--- src/rtl/loba_pkg.sv ---
// Shared definitions for the sequential LOBA multiplier:
// FSM encoding and width helpers.
package loba_pkg;

    localparam int N_DEF = 16;
    localparam int K_DEF = 4;

    typedef enum logic [2:0] {
        IDLE  = 3'd0,
        EXT_A = 3'd1,
        EXT_B = 3'd2,
        CALC  = 3'd3,
        DONE  = 3'd4
    } state_t;

    function automatic int prod_w(int n);
        return 2 * n;
    endfunction

    function automatic int exp_w(int n);
        return $clog2(n) + 1;
    endfunction

endpackage

--- src/rtl/loba_mult_seq_if.sv ---
// Operand/result valid-ready bundle between the operand source,
// the LOBA multiplier and the result consumer.
interface loba_mult_seq_if #(
    parameter int N = 16
);
    logic             in_valid;
    logic             in_ready;
    logic [N-1:0]     a;
    logic [N-1:0]     b;
    logic             out_valid;
    logic             out_ready;
    logic [2*N-1:0]   p;

    modport master (
        output in_valid, a, b, out_ready,
        input  in_ready, out_valid, p
    );

    modport slave (
        input  in_valid, a, b, out_ready,
        output in_ready, out_valid, p
    );
endinterface

--- src/rtl/loba_xh.sv ---
// Leading-one extractor: position k of the leading one and the
// K bits from it downward (low bits of x when k < K-1).
module loba_xh
    import loba_pkg::*;
#(
    parameter int N = N_DEF,
    parameter int K = K_DEF
) (
    input  logic [N-1:0]          x,
    output logic [K-1:0]          xh,
    output logic [exp_w(N)-1:0]   k
);
    localparam int EW = exp_w(N);
    localparam logic [EW-1:0] KM1 = EW'(K - 1);

    logic [EW-1:0] sh;

    always_comb begin
        k = '0;
        for (int i = 0; i < N; i++) begin
            if (x[i]) k = EW'(i);
        end
    end

    assign sh = (k >= KM1) ? k - KM1 : '0;
    assign xh = K'(x >> sh);

endmodule

--- src/rtl/loba_mult_seq.sv ---
// Sequential LOBA multiplier: one shared extractor, walked over
// a then b, followed by a single multiply-and-shift step.
module loba_mult_seq
    import loba_pkg::*;
#(
    parameter int N = N_DEF,
    parameter int K = K_DEF
) (
    input  logic            clk,
    input  logic            rst_n,
    loba_mult_seq_if.slave  bus,
    output logic            busy
);
    localparam int PW = prod_w(N);
    localparam int EW = exp_w(N);
    localparam logic [EW-1:0] KM1 = EW'(K - 1);

    state_t state;
    state_t state_nxt;

    logic [N-1:0]   a_r;
    logic [N-1:0]   b_r;
    logic [N-1:0]   x_sel;
    logic [K-1:0]   xh;
    logic [EW-1:0]  k;
    logic [K-1:0]   xh_a;
    logic [K-1:0]   xh_b;
    logic [EW-1:0]  e_a;
    logic [EW-1:0]  e_b;
    logic [EW:0]    esum;
    logic [2*K-1:0] m;
    logic [PW-1:0]  p_r;
    logic           accept;
    logic           zero_in;

    assign accept  = bus.in_valid && (state == IDLE);
    assign zero_in = (bus.a == '0) || (bus.b == '0);

    // Extractor sees only registered operands, never the live inputs
    assign x_sel = (state == EXT_B) ? b_r : a_r;

    loba_xh #(
        .N (N),
        .K (K)
    ) u_xh (
        .x  (x_sel),
        .xh (xh),
        .k  (k)
    );

    assign esum = {1'b0, e_a} + {1'b0, e_b};
    assign m    = {{K{1'b0}}, xh_a} * {{K{1'b0}}, xh_b};

    always_ff @(posedge clk or negedge rst_n) begin
        if (!rst_n) state <= IDLE;
        else        state <= state_nxt;
    end

    always_comb begin
        state_nxt = state;
        unique case (state)
            IDLE:    if (accept) state_nxt = zero_in ? DONE : EXT_A;
            EXT_A:   state_nxt = EXT_B;
            EXT_B:   state_nxt = CALC;
            CALC:    state_nxt = DONE;
            DONE:    if (bus.out_ready) state_nxt = IDLE;
            default: state_nxt = IDLE;
        endcase
    end

    always_ff @(posedge clk or negedge rst_n) begin
        if (!rst_n) begin
            a_r  <= '0;
            b_r  <= '0;
            xh_a <= '0;
            xh_b <= '0;
            e_a  <= '0;
            e_b  <= '0;
            p_r  <= '0;
        end else begin
            unique case (state)
                IDLE: begin
                    if (accept) begin
                        a_r <= bus.a;
                        b_r <= bus.b;
                        if (zero_in) p_r <= '0;
                    end
                end
                EXT_A: begin
                    if (k < KM1) begin
                        xh_a <= a_r[K-1:0];
                        e_a  <= '0;
                    end else begin
                        xh_a <= xh;
                        e_a  <= k - KM1;
                    end
                end
                EXT_B: begin
                    if (k < KM1) begin
                        xh_b <= b_r[K-1:0];
                        e_b  <= '0;
                    end else begin
                        xh_b <= xh;
                        e_b  <= k - KM1;
                    end
                end
                CALC:    p_r <= PW'(m) << esum;
                default: ;
            endcase
        end
    end

    assign bus.in_ready  = (state == IDLE);
    assign bus.out_valid = (state == DONE);
    assign bus.p         = p_r;
    assign busy          = (state != IDLE);

endmodule

--- src/flat_wrapper.sv ---
// flat-port wrapper written by rule: the top's interface ports become plain ports
module loba_mult_seq_flat import loba_pkg::*;
#(
    parameter int N = N_DEF,
    parameter int K = K_DEF
)
  (clk, rst_n, busy, bus_in_valid, bus_a, bus_b, bus_out_ready, bus_in_ready, bus_out_valid, bus_p);
  loba_mult_seq_if #(.N(N)) bus_i ();
  input  logic clk;
  input  logic rst_n;
  output logic busy;
  input wire logic [$bits(bus_i.in_valid)-1:0] bus_in_valid;
  input wire logic [$bits(bus_i.a)-1:0] bus_a;
  input wire logic [$bits(bus_i.b)-1:0] bus_b;
  input wire logic [$bits(bus_i.out_ready)-1:0] bus_out_ready;
  output wire logic [$bits(bus_i.in_ready)-1:0] bus_in_ready;
  output wire logic [$bits(bus_i.out_valid)-1:0] bus_out_valid;
  output wire logic [$bits(bus_i.p)-1:0] bus_p;
  assign bus_i.in_valid = bus_in_valid;
  assign bus_i.a = bus_a;
  assign bus_i.b = bus_b;
  assign bus_i.out_ready = bus_out_ready;
  assign bus_in_ready = bus_i.in_ready;
  assign bus_out_valid = bus_i.out_valid;
  assign bus_p = bus_i.p;
  loba_mult_seq #(.N(N), .K(K)) u_core (.clk(clk), .rst_n(rst_n), .bus(bus_i), .busy(busy));
endmodule
--- config.mk ---
export PLATFORM = sky130hd
export DESIGN_NAME = loba_mult_seq_flat
export DESIGN_NICKNAME = d
export VERILOG_FILES = /design/src/rtl/loba_pkg.sv /design/src/rtl/loba_mult_seq_if.sv /design/src/rtl/loba_xh.sv /design/src/rtl/loba_mult_seq.sv /design/src/flat_wrapper.sv
export SDC_FILE = /design/constraint.sdc
export NUM_CORES = 1
export LEC_CHECK = 0
export CAP_MARGIN = 20
export CORE_MARGIN = 2
export CORE_UTILIZATION = 55
export DETAILED_ROUTE_END_ITERATION = 7
export PLACE_DENSITY_LB_ADDON = 0.08
export SYNTH_ARGS = -nofsm -noshare
export SYNTH_HDL_FRONTEND = slang
export SYNTH_HIERARCHICAL = 1
export SYNTH_SLANG_ARGS = --single-unit
--- constraint.sdc ---
create_clock -name clk -period 7.6 [get_ports clk]
set_input_delay 0.76 -clock clk [delete_from_list [all_inputs] [get_ports clk]]
set_output_delay 0.76 -clock clk [all_outputs]
set_load 0.005 [all_outputs]
# Yosys cells after proc, flatten, opt, wreduce, memory -nomap -nowiden
# Cells that the tools add are included.
[totals]
output_inout_bits = 35
regBits = 85
in_bits = 36
elab_cells = 59
[op_classes]
addsub = 2
n_reduce_logical = 10
n_mux = 27
multipliers = 1
shift = 2
eq_ne = 7
n_lt_le_gt_ge = 2
[op_table]
columns = ["op", "count"]
rows = [
  ["$mux 5", 16],
  ["$mux 32", 2],
  ["$pmux 32 s2", 1],
  ["$logic_not 16->1", 2],
  ["$shl 8x6->32", 1],
  ["$mux 16", 1],
  ["$shr 16x5->4", 1],
  ["$pmux 3 s5", 1],
  ["$mux 3", 3],
  ["$mul 4x4->8", 1],
  ["$mux 4", 2],
  ["$add 5x5->6", 1],
  ["$eq 3x2->1 const B", 2],
  ["$ge 5x2->1 const B", 1],
  ["$lt 5x2->1 const B", 1],
  ["$sub 5x2->5 const B", 1],
  ["$ne 2x1->1 const B", 2],
  ["$reduce_and 2->1", 2],
  ["$eq 3x1->1 const B", 1],
  ["$eq 3x3->1 const B", 1],
  ["$logic_not 3->1", 1],
  ["$reduce_and 3->1", 1],
  ["$reduce_bool 3->1", 1],
  ["$ne 2x2->1 const B", 1],
  ["4 further kinds", 4],
]

# Logic depth before layout (Yosys ltp)
# Gate-level depths: netlist (run 1).
[depth]
depth_word = 21
depth_mapped = 22
mapped_depth_nobuf = 19

# By module
# Netlist (run 1), hierarchy kept.
[by_module_without_submodules]
columns = ["module", "area_per_inst_um2", "seq_area_each_um2", "cells_per_inst", "n_inst"]
rows = [
  ["loba_mult_seq", 4713.3, 2127.0, 467, 1],
  ["loba_xh", 740.7, 0.0, 109, 1],
]

# Worst setup path before layout (run 1)
# Ideal clock, no wire load.
[synth_timing]
kind = "flip-flop to flip-flop"
from = "register u_core.state[0]"
to = "register u_core.xh_b[3]"
slack_ns = 2.534
arrival_ns = 4.931
stages_incl_launch_ff = 19
path_cell_list = "dfrtp_1 nand2b_1 or2_2 clkbuf_1 buf_1 mux2_2 nor2_1 o311ai_0 and3_1 or3_1 ha_1 or4_4 o21ai_2 mux4_1 a211o_1 mux2_2 nor2b_1 a21oi_1 o21ai_0"
[synth_via]
elab_cells_between_ends = 23
classes_between = "add/sub: 1; order compare: 2; eq/ne: 1; shift: 1; mux: 18"
[synth_rtl]
columns = ["item", "line_no", "text"]
rows = [
  ["start: declaration", "loba_mult_seq.sv:18", "state_t state;"],
  ["start signal: assignment", "loba_mult_seq.sv:56", "else state <= state_nxt;"],
  ["$eq 3x2->1 *", "loba_mult_seq.sv:40", "assign x_sel = (state == EXT_B) ? b_r : a_r;"],
  ["$mux 16 *", "loba_mult_seq.sv:40", ""],
  ["named net u_core.x_sel[11]", "loba_mult_seq.sv:23", "logic [N-1:0] x_sel;"],
  ["$mux 5 * (5 in a row)", "loba_xh.sv:21", "if (x[i]) k = EW'(i);"],
  ["named net u_core.k[1]", "loba_mult_seq.sv:25", "logic [EW-1:0] k;"],
  ["$sub 5x2->5 / $ge 5x2->1 (equally long branches)", "loba_xh.sv:25", "assign sh = (k >= KM1) ? k - KM1 : '0;"],
  ["$mux 5 *", "loba_xh.sv:25", ""],
  ["$shr 16x5->4 *", "loba_xh.sv:26", "assign xh = K'(x >> sh);"],
  ["named net u_core.xh[3]", "loba_mult_seq.sv:24", "logic [K-1:0] xh;"],
  ["$mux 4 *", "loba_mult_seq.sv:99", "if (k < KM1) begin"],
  ["end signal: assignment", "loba_mult_seq.sv:100", "xh_b <= b_r[K-1:0];"],
  ["end signal: assignment", "loba_mult_seq.sv:103", "xh_b <= xh;"],
  ["end: declaration", "loba_mult_seq.sv:27", "logic [K-1:0] xh_b;"],
]
# Mark *: on every way through the listed nets, which the timed path passes. The rest lies on a longest branch.
# A chain may end at the register's enable or synchronous reset.

# Worst setup path in the final report (run 1)
[layout_timing]
from = "register u_core.state[0]"
to = "register u_core.xh_a[3]"
[layout_via]
elab_cells_between_ends = 24
classes_between = "add/sub: 1; order compare: 2; eq/ne: 2; shift: 1; mux: 18"
[layout_rtl]
columns = ["item", "line_no", "text"]
rows = [
  ["$eq 3x2->1 *", "loba_mult_seq.sv:40", ""],
  ["$mux 16 *", "loba_mult_seq.sv:40", ""],
  ["named net u_core.x_sel[11]", "loba_mult_seq.sv:23", ""],
  ["$mux 5 * (5 in a row)", "loba_xh.sv:21", ""],
  ["named net u_core.k[1]", "loba_mult_seq.sv:25", ""],
  ["$sub 5x2->5 / $ge 5x2->1 (equally long branches)", "loba_xh.sv:25", ""],
  ["$mux 5 *", "loba_xh.sv:25", ""],
  ["$shr 16x5->4 *", "loba_xh.sv:26", ""],
  ["named net u_core.xh[3]", "loba_mult_seq.sv:24", ""],
  ["$mux 4 *", "loba_mult_seq.sv:90", "if (k < KM1) begin"],
  ["end signal: assignment", "loba_mult_seq.sv:91", "xh_a <= a_r[K-1:0];"],
  ["end signal: assignment", "loba_mult_seq.sv:94", "xh_a <= xh;"],
  ["end: declaration", "loba_mult_seq.sv:26", "logic [K-1:0] xh_a;"],
]
# Marks and branches as above.

==> results of run 1 <==
## per-layer routing
metal | up-vias | part of all wire (%) | GRT usage (%)
met5 | - | 0 | 0
met4 | 0 | 2.3 | 9.94
met3 | 26 | 4.3 | 3.52
met2 | 165 | 52 | 46.2
met1 | 2227 | 42 | 32.2
li1 | 2243 | - | -
## per-stage QoR
| step | util (%) | instance area, µm² | setup slack, ps | hold slack (ps) |
|---|---|---|---|---|
| finish | 66.6 | 6450 | 2100 | 388 |
| global placement | 64.3 | 6220 | 2270 | 463 |
| global route | 66.6 | 6450 | 1800 | 438 |
| floorplan | - | 5450 | 2530 | 453 |
| CTS | 66.1 | 6400 | 2150 | 493 |
| detailed placement | 64.3 | 6220 | 2200 | 472 |
## kinds of logic after synthesis
| family | Yosys count |
|---|---|
| fa+ha+maj | 24 |
| xor+xnor | 8 |
| compound gates | 149 |
| mux | 71 |
| simple gates | 195 |
| other cells | 1 |
| flops | 85 |
| buf+inv | 43 |
## layout make-up
| cell class | instances | share of cell area (%) |
|---|---|---|
| inverter | 19 | 1.11 |
| multi-input combinational | 448 | 48.8 |
| clock buffer | 9 | 1.92 |
| timing repair buffer | 75 | 11.9 |
| sequential | 85 | 33.0 |
| tap | 133 | 2.58 |
| clock inverter | 6 | 0.757 |
## worst max-delay path: cells and delay by family (launching register included)
family          cells  cell delay [ps]
simple gates        7             2050
compound gates      5             1310
mux                 3             1280
flops               1              430
fa+ha+maj           1              280
## how the worst max path moves through the flow
| stage | startpoint | end | cells past startpoint |
|---|---|---|---|
| 2_1_floorplan | u_core/state[0]$_DFFE_PN0P_ | u_core/xh_b[3]$_DFFE_PN0P_ | 18 |
| 3_3_place_gp | u_core/state[0]$_DFFE_PN0P_ | u_core/xh_a[3]$_DFFE_PN0N_ | 16 |
| 3_5_place_dp | u_core/state[0]$_DFFE_PN0P_ | u_core/xh_a[3]$_DFFE_PN0N_ | 16 |
| 4_1_cts | u_core/state[0]$_DFFE_PN0P_ | u_core/xh_a[3]$_DFFE_PN0N_ | 16 |
| 5_1_grt | u_core/state[0]$_DFFE_PN0P_ | u_core/xh_a[3]$_DFFE_PN0N_ | 16 |
| 6_report | u_core/state[0]$_DFFE_PN0P_ | u_core/xh_a[3]$_DFFE_PN0N_ | 16 |
## synth_stat cells, types with 2 or more instances
| library cell | instances | area [µm²] |
|---|---|---|
| a211oi_1 | 6 | 45.0 |
| xor2_1 | 2 | 17.5 |
| nor2b_1 | 7 | 43.8 |
| o22ai_1 | 3 | 18.8 |
| or2_1 | 3 | 18.8 |
| mux2i_1 | 17 | 170 |
| ha_1 | 19 | 238 |
| a311o_1 | 2 | 20.0 |
| a211o_1 | 2 | 17.5 |
| or2_2 | 3 | 18.8 |
| dfrtp_1 | 85 | 2130 |
| nor2_1 | 23 | 86.3 |
| nor4_1 | 11 | 68.8 |
| a21oi_1 | 36 | 180 |
| and2_1 | 14 | 87.6 |
| nand4_1 | 5 | 31.3 |
| a22oi_1 | 2 | 15.0 |
| o31ai_1 | 6 | 45.0 |
| o21ai_0 | 40 | 200 |
| nor3_1 | 9 | 45.0 |
| fa_1 | 5 | 100 |
| o221ai_1 | 14 | 123 |
| or3_1 | 5 | 31.3 |
| xnor2_1 | 6 | 52.6 |
| mux2_2 | 52 | 586 |
| a21o_1 | 10 | 75.1 |
| inv_1 | 19 | 71.3 |
| nand3_1 | 9 | 45.0 |
| buf_2 | 6 | 30.0 |
| o211ai_1 | 5 | 37.5 |
| clkbuf_1 | 15 | 56.3 |
| a32oi_1 | 2 | 17.5 |
| or4_1 | 3 | 22.5 |
| and3_1 | 5 | 31.3 |
| nor3b_1 | 2 | 15.0 |
| nand2b_1 | 9 | 56.3 |
| and4_1 | 2 | 17.5 |
| o21ai_2 | 2 | 17.5 |
| a31oi_1 | 5 | 31.3 |
| nand2_1 | 78 | 293 |
## flip-flops by register name, summed over array words and instances (netlist names)
register	cells
u_core/xh_b	4
u_core/a_r	16
u_core/state	3
u_core/e_a	5
u_core/xh_a	4
u_core/b_r	16
u_core/bus.p	32
u_core/e_b	5
## layout by cell type (no fill, tap or decap), types with 6 or more instances in the layout
cell type | synthesis | final
nor2_1 | 23 | 23
xnor2_1 | 6 | 6
clkdlybuf4s50_1 | 0 | 69
nand3_1 | 9 | 9
mux2_2 | 52 | 52
o31ai_1 | 6 | 6
o21ai_0 | 40 | 40
dfrtp_1 | 85 | 85
nor4_1 | 11 | 11
clkbuf_8 | 0 | 9
a21o_1 | 10 | 10
inv_1 | 19 | 19
nor2b_1 | 7 | 7
nand2b_1 | 9 | 9
nor3_1 | 9 | 9
ha_1 | 19 | 19
a21oi_1 | 36 | 36
o221ai_1 | 14 | 14
nand2_1 | 78 | 78
a211oi_1 | 6 | 6
mux2i_1 | 17 | 17
and2_1 | 14 | 14
==> run summary, run 1 <==
outcome -> finished clean
Crit. End Element -> register
simple-gate share of the synthesized area -> 17.8%
total CTS buffers -> 9
cells along the critical path -> nand2b_1 > or2_2 > mux2_2 > nor2_1 > o311ai_0 > and3_1 > or3_1 > ha_1 > or4_4 > o21ai_2 > mux4_1 > a211o_1 > mux2_2 > nor2b_1 > a21oi_1 > o21ai_0
Finished Layout Cells -> 775
CTS Hold Bufs -> 0
Post-Synth XOR/XNOR Area -> 1.28%
CP peak stage delay -> 650 ps
antenna-violating nets left -> 0
Top-Level Pins -> 71
Avg WL per Cell -> 17.4 µm
post-detail-place hpwl -> 10,400 µm
final hold vios -> 0
die height -> 104 µm
nets@finish -> 698
post-CTS setup buffer count -> 0
worst-margin pin slew -> 1000 ps
R2R setup slack -> 2100 ps
fin. max-slew vios -> 0
gpl congestion -> 0.905
ys flop type -> dfrtp_1
placed cells -> 757
r2r endpoint -> u_core/xh_a[3]$_DFFE_PN0N_
slew margin rel. -> 32.8%
number of global-route vias before repair -> 4,629
Syn Nets -> 636
clock-pin slew on the worst setup and hold paths -> 90 ps
initial core utilization -> 56.3%
post-synthesis cell area -> 5450 µm²
footprint of the multi-input gates -> 3150 µm²
Final Setup Violations -> 0
die width -> 104 µm
syn avg cell area -> 9.47 µm²
Routed WL -> 13,500 µm
reg2reg path depth -> 16
Ys Warns -> 6
slowest cell on the critical path -> o21ai_2
Arr. time, crit path -> 5720 ps
flops & latches, synth -> 85
CP required -> 7820 ps
RSZ-0062 raised after global routing -> false
register area -> 2130 µm²
Netlist cell types -> 67
Period Utilization, post-route -> 72.4%
f_max -> 182 MHz
Synth async-reset ratio -> 100%
Vias/cell -> 6.01
reg-to-reg startpoint -> u_core/state[0]$_DFFE_PN0P_
Worst-Skew Late Latency -> 360 ps
skew final -> 12.4 ps
worst min path class -> in2async
final setup TNS -> 0 ps
first-pass GRT wire length -> 22,800 µm
DRT Pass-1 Iters -> 6
Rows -> 36
clk buf depth -> 2
Post-synth EDFFs -> 0
initial antenna violation count -> 0
Initial DRC Count -> 262
fraction of the mapped netlist area in compound gates -> 17.8%
Period minus WS final -> 5500 ps
# fillers -> 826
die area -> 10,700 µm²
sequential share of the synthesized area -> 39.0%
share of post-route cells with drive strength above 1 -> 12.9%
post-CTS sizing -> 0
startpoint types -> register
Residual DRC -> 0
critical path class -> reg2reg
cell count after synthesis -> 576
CP dominant cell by count -> mux2_2
max-cap violation count -> 0
CTS tree -> done
H-Tree Depth -> 3
GRT overflow -> 0
core area -> 9680 µm²
largest family of logic cells by synthesized area -> compound AO/OA/AOI/OAI gates
synthesized-area fraction occupied by adder cells -> 6.19%
IO buf count -> 70
Sink Count -> 85
ant diodes -> 0
root buf cell -> clkbuf_8
Crit Path Max Fanout -> 18
pin count of the biggest net entering global routing -> 86
post-synthesis mux area share -> 14.5%
area delta synth->final -> 18.3%
vias -> 4,661
Total GRT Usage -> 26.0%
Power of run 1 is not shown: default switching activity piles up to over one toggle a cycle in this logic, so the estimate is an artifact.
==> inputs of run 2 (changes only) <==
Clock period 7.6 ns to 5.5 ns, I/O delays scaled along.
==> run 2 against run 1 <==
Compared with the run above: final cell count rose by 0.39%; clock skew decreased by 6.2 ps; flip-flop and latch count unchanged; final area rose by 0.23%; sequential share of layout area down 0.077 points; routed wire length fell by 0.53%; worst setup slack got worse by 1700 ps; hold slack worse by 290 ps; via count grew 0.75%; critical path type unchanged.
==> run summary, run 2 (synthesis results as in run 1) <==
skew final -> 6.12 ps (-6.24 ps)
gpl congestion -> 0.910 (+0.56%)
first-pass GRT wire length -> 22,500 µm (-1.2%)
# fillers -> 832 (+0.73%)
f_max -> 198 MHz (+8.8%)
commonest non-fill, non-tap cell in the layout -> dfrtp_1
Arr. time, crit path -> 5290 ps (-430 ps)
Period Utilization, post-route -> 91.9% (+20 points)
area delta synth->final -> 18.5%
die area -> 10,700 µm² (unchanged)
root buf cell -> clkbuf_8
ant diodes -> 0 (unchanged)
GRT overflow -> 0 (unchanged)
Residual DRC -> 0 (unchanged)
Initial DRC Count -> 322 (+23%)
number of global-route vias before repair -> 4,628 (-0.022%)
Total GRT Usage -> 26.0% (about the same)
Final Setup Violations -> 0 (unchanged)
share of post-route cells with drive strength above 1 -> 13.3% (+0.40 points)
commonest cells after routing, fill and taps aside -> dfrtp_1 (85), nand2_1 (78), clkdlybuf4s50_1 (69)
CTS Hold Bufs -> 0 (unchanged)
die width -> 104 µm (unchanged)
Worst-Skew Late Latency -> 370 ps (about the same)
final setup TNS -> 0 ps (unchanged)
Finished Layout Cells -> 778 (+0.39%)
Vias/cell -> 6.04 (+0.36%)
Avg WL per Cell -> 17.2 µm (-0.92%)
initial antenna violation count -> 0 (unchanged)
post-CTS setup buffer count -> 0 (unchanged)
CP required -> 5740 ps (-2080 ps)
DRT Pass-1 Iters -> 5 (-1)
Rows -> 36 (unchanged)
pin count of the biggest net entering global routing -> 86 (unchanged)
vias -> 4,696 (+0.75%)
final hold vios -> 0 (unchanged)
RSZ-0062 raised after global routing -> false
IO buf count -> 70 (unchanged)
Sink Count -> 85 (unchanged)
die height -> 104 µm (unchanged)
clock-pin slew on the worst setup and hold paths -> 90 ps (about the same)
outcome -> finished clean
Top-Level Pins -> 71 (unchanged)
max-cap violation count -> 0 (unchanged)
post-CTS sizing -> 0 (unchanged)
initial core utilization -> 56.3% (unchanged)
CTS tree -> done
slew margin rel. -> 30.3% (-2.5 points)
Crit Path Max Fanout -> 22 (+4)
H-Tree Depth -> 3 (unchanged)
core area -> 9680 µm² (unchanged)
worst-margin pin slew -> 1040 ps (+38.7 ps)
max reg flops -> 32 (unchanged)
post-detail-place hpwl -> 10,200 µm (-1.7%)
placed cells -> 761 (+0.53%)
Crit. End Element -> register
nets@finish -> 700 (+0.29%)
critical path class -> reg2reg
total CTS buffers -> 9 (unchanged)
startpoint types -> register
fin. max-slew vios -> 0 (unchanged)
antenna-violating nets left -> 0 (unchanged)
Period minus WS final -> 5050 ps (-446 ps)
clk buf depth -> 2 (unchanged)
Routed WL -> 13,400 µm (-0.53%)
worst min path class -> in2async
run 2: through the flow:
stage	setup slack (ps)	utilization (%)	cell area [µm²]	hold slack (ps)
6_report	446	66.8	6460	96.4
5_1_grt	116	66.8	6460	114
4_1_cts	477	66.5	6440	416
3_5_place_dp	504	64.6	6250	474
3_3_place_gp	594	64.6	6250	461
2_1_floorplan	434	-	5450	254
run 2: layout make-up:
cell class | count | area (µm²) | share of cell area (%)
clock buffers | 10 | 138 | 2.13
clock inverters | 6 | 45.0 | 0.697
inverters | 19 | 71.3 | 1.10
multi-input cells | 448 | 3150 | 48.7
flip-flops and latches | 85 | 2130 | 32.9
well taps | 133 | 166 | 2.57
repair buffers | 77 | 771 | 11.9
run 2: final timing paths:
check | start | end | slack, ps | cells after the start
max | u_core/state[0]$_DFFE_PN0P_ | u_core/xh_b[0]$_DFFE_PN0P_ | 450 | 20
min reg2reg | u_core/bus.p[23]$_DFFE_PN0P_ | u_core/bus.p[23]$_DFFE_PN0P_ | 490 | 2
max reg2reg | u_core/state[0]$_DFFE_PN0P_ | u_core/xh_b[0]$_DFFE_PN0P_ | 450 | 20
max in group asynchronous | rst_n | u_core/bus.p[26]$_DFFE_PN0P_ | 4780 | 2
min in group clk | u_core/bus.p[23]$_DFFE_PN0P_ | u_core/bus.p[23]$_DFFE_PN0P_ | 490 | 2
min | rst_n | u_core/bus.p[16]$_DFFE_PN0P_ | 100 | 1
run 2: per-layer routing:
metal / vias to the layer above / routed length, µm / track usage (%)
met3: 26 / 617 / 3.78
met4: 0 / 292 / 9.85
li1: 2256 / - / -
met1: 2253 / 5710 / 32.1
met5: - / 0 / 0
met2: 161 / 6780 / 46.1
run 2: worst max-delay path: stages (launching register included):
cell	delay (ps)
dfrtp_1	430
nand2b_1	180
or2_2	480
mux2_2	390
nand2b_1	160
a221o_1	330
a221oi_2	460
a21oi_1	150
o21ai_0	190
ha_1	280
or4_4	180
nand2_2	50
o21ai_2	270
buf_4	230
mux2i_1	300
mux2i_1	120
a211oi_1	280
a31oi_1	80
nor2b_1	150
a21oi_1	130
o21ai_0	80
Power of run 2 is left out for the same reason.
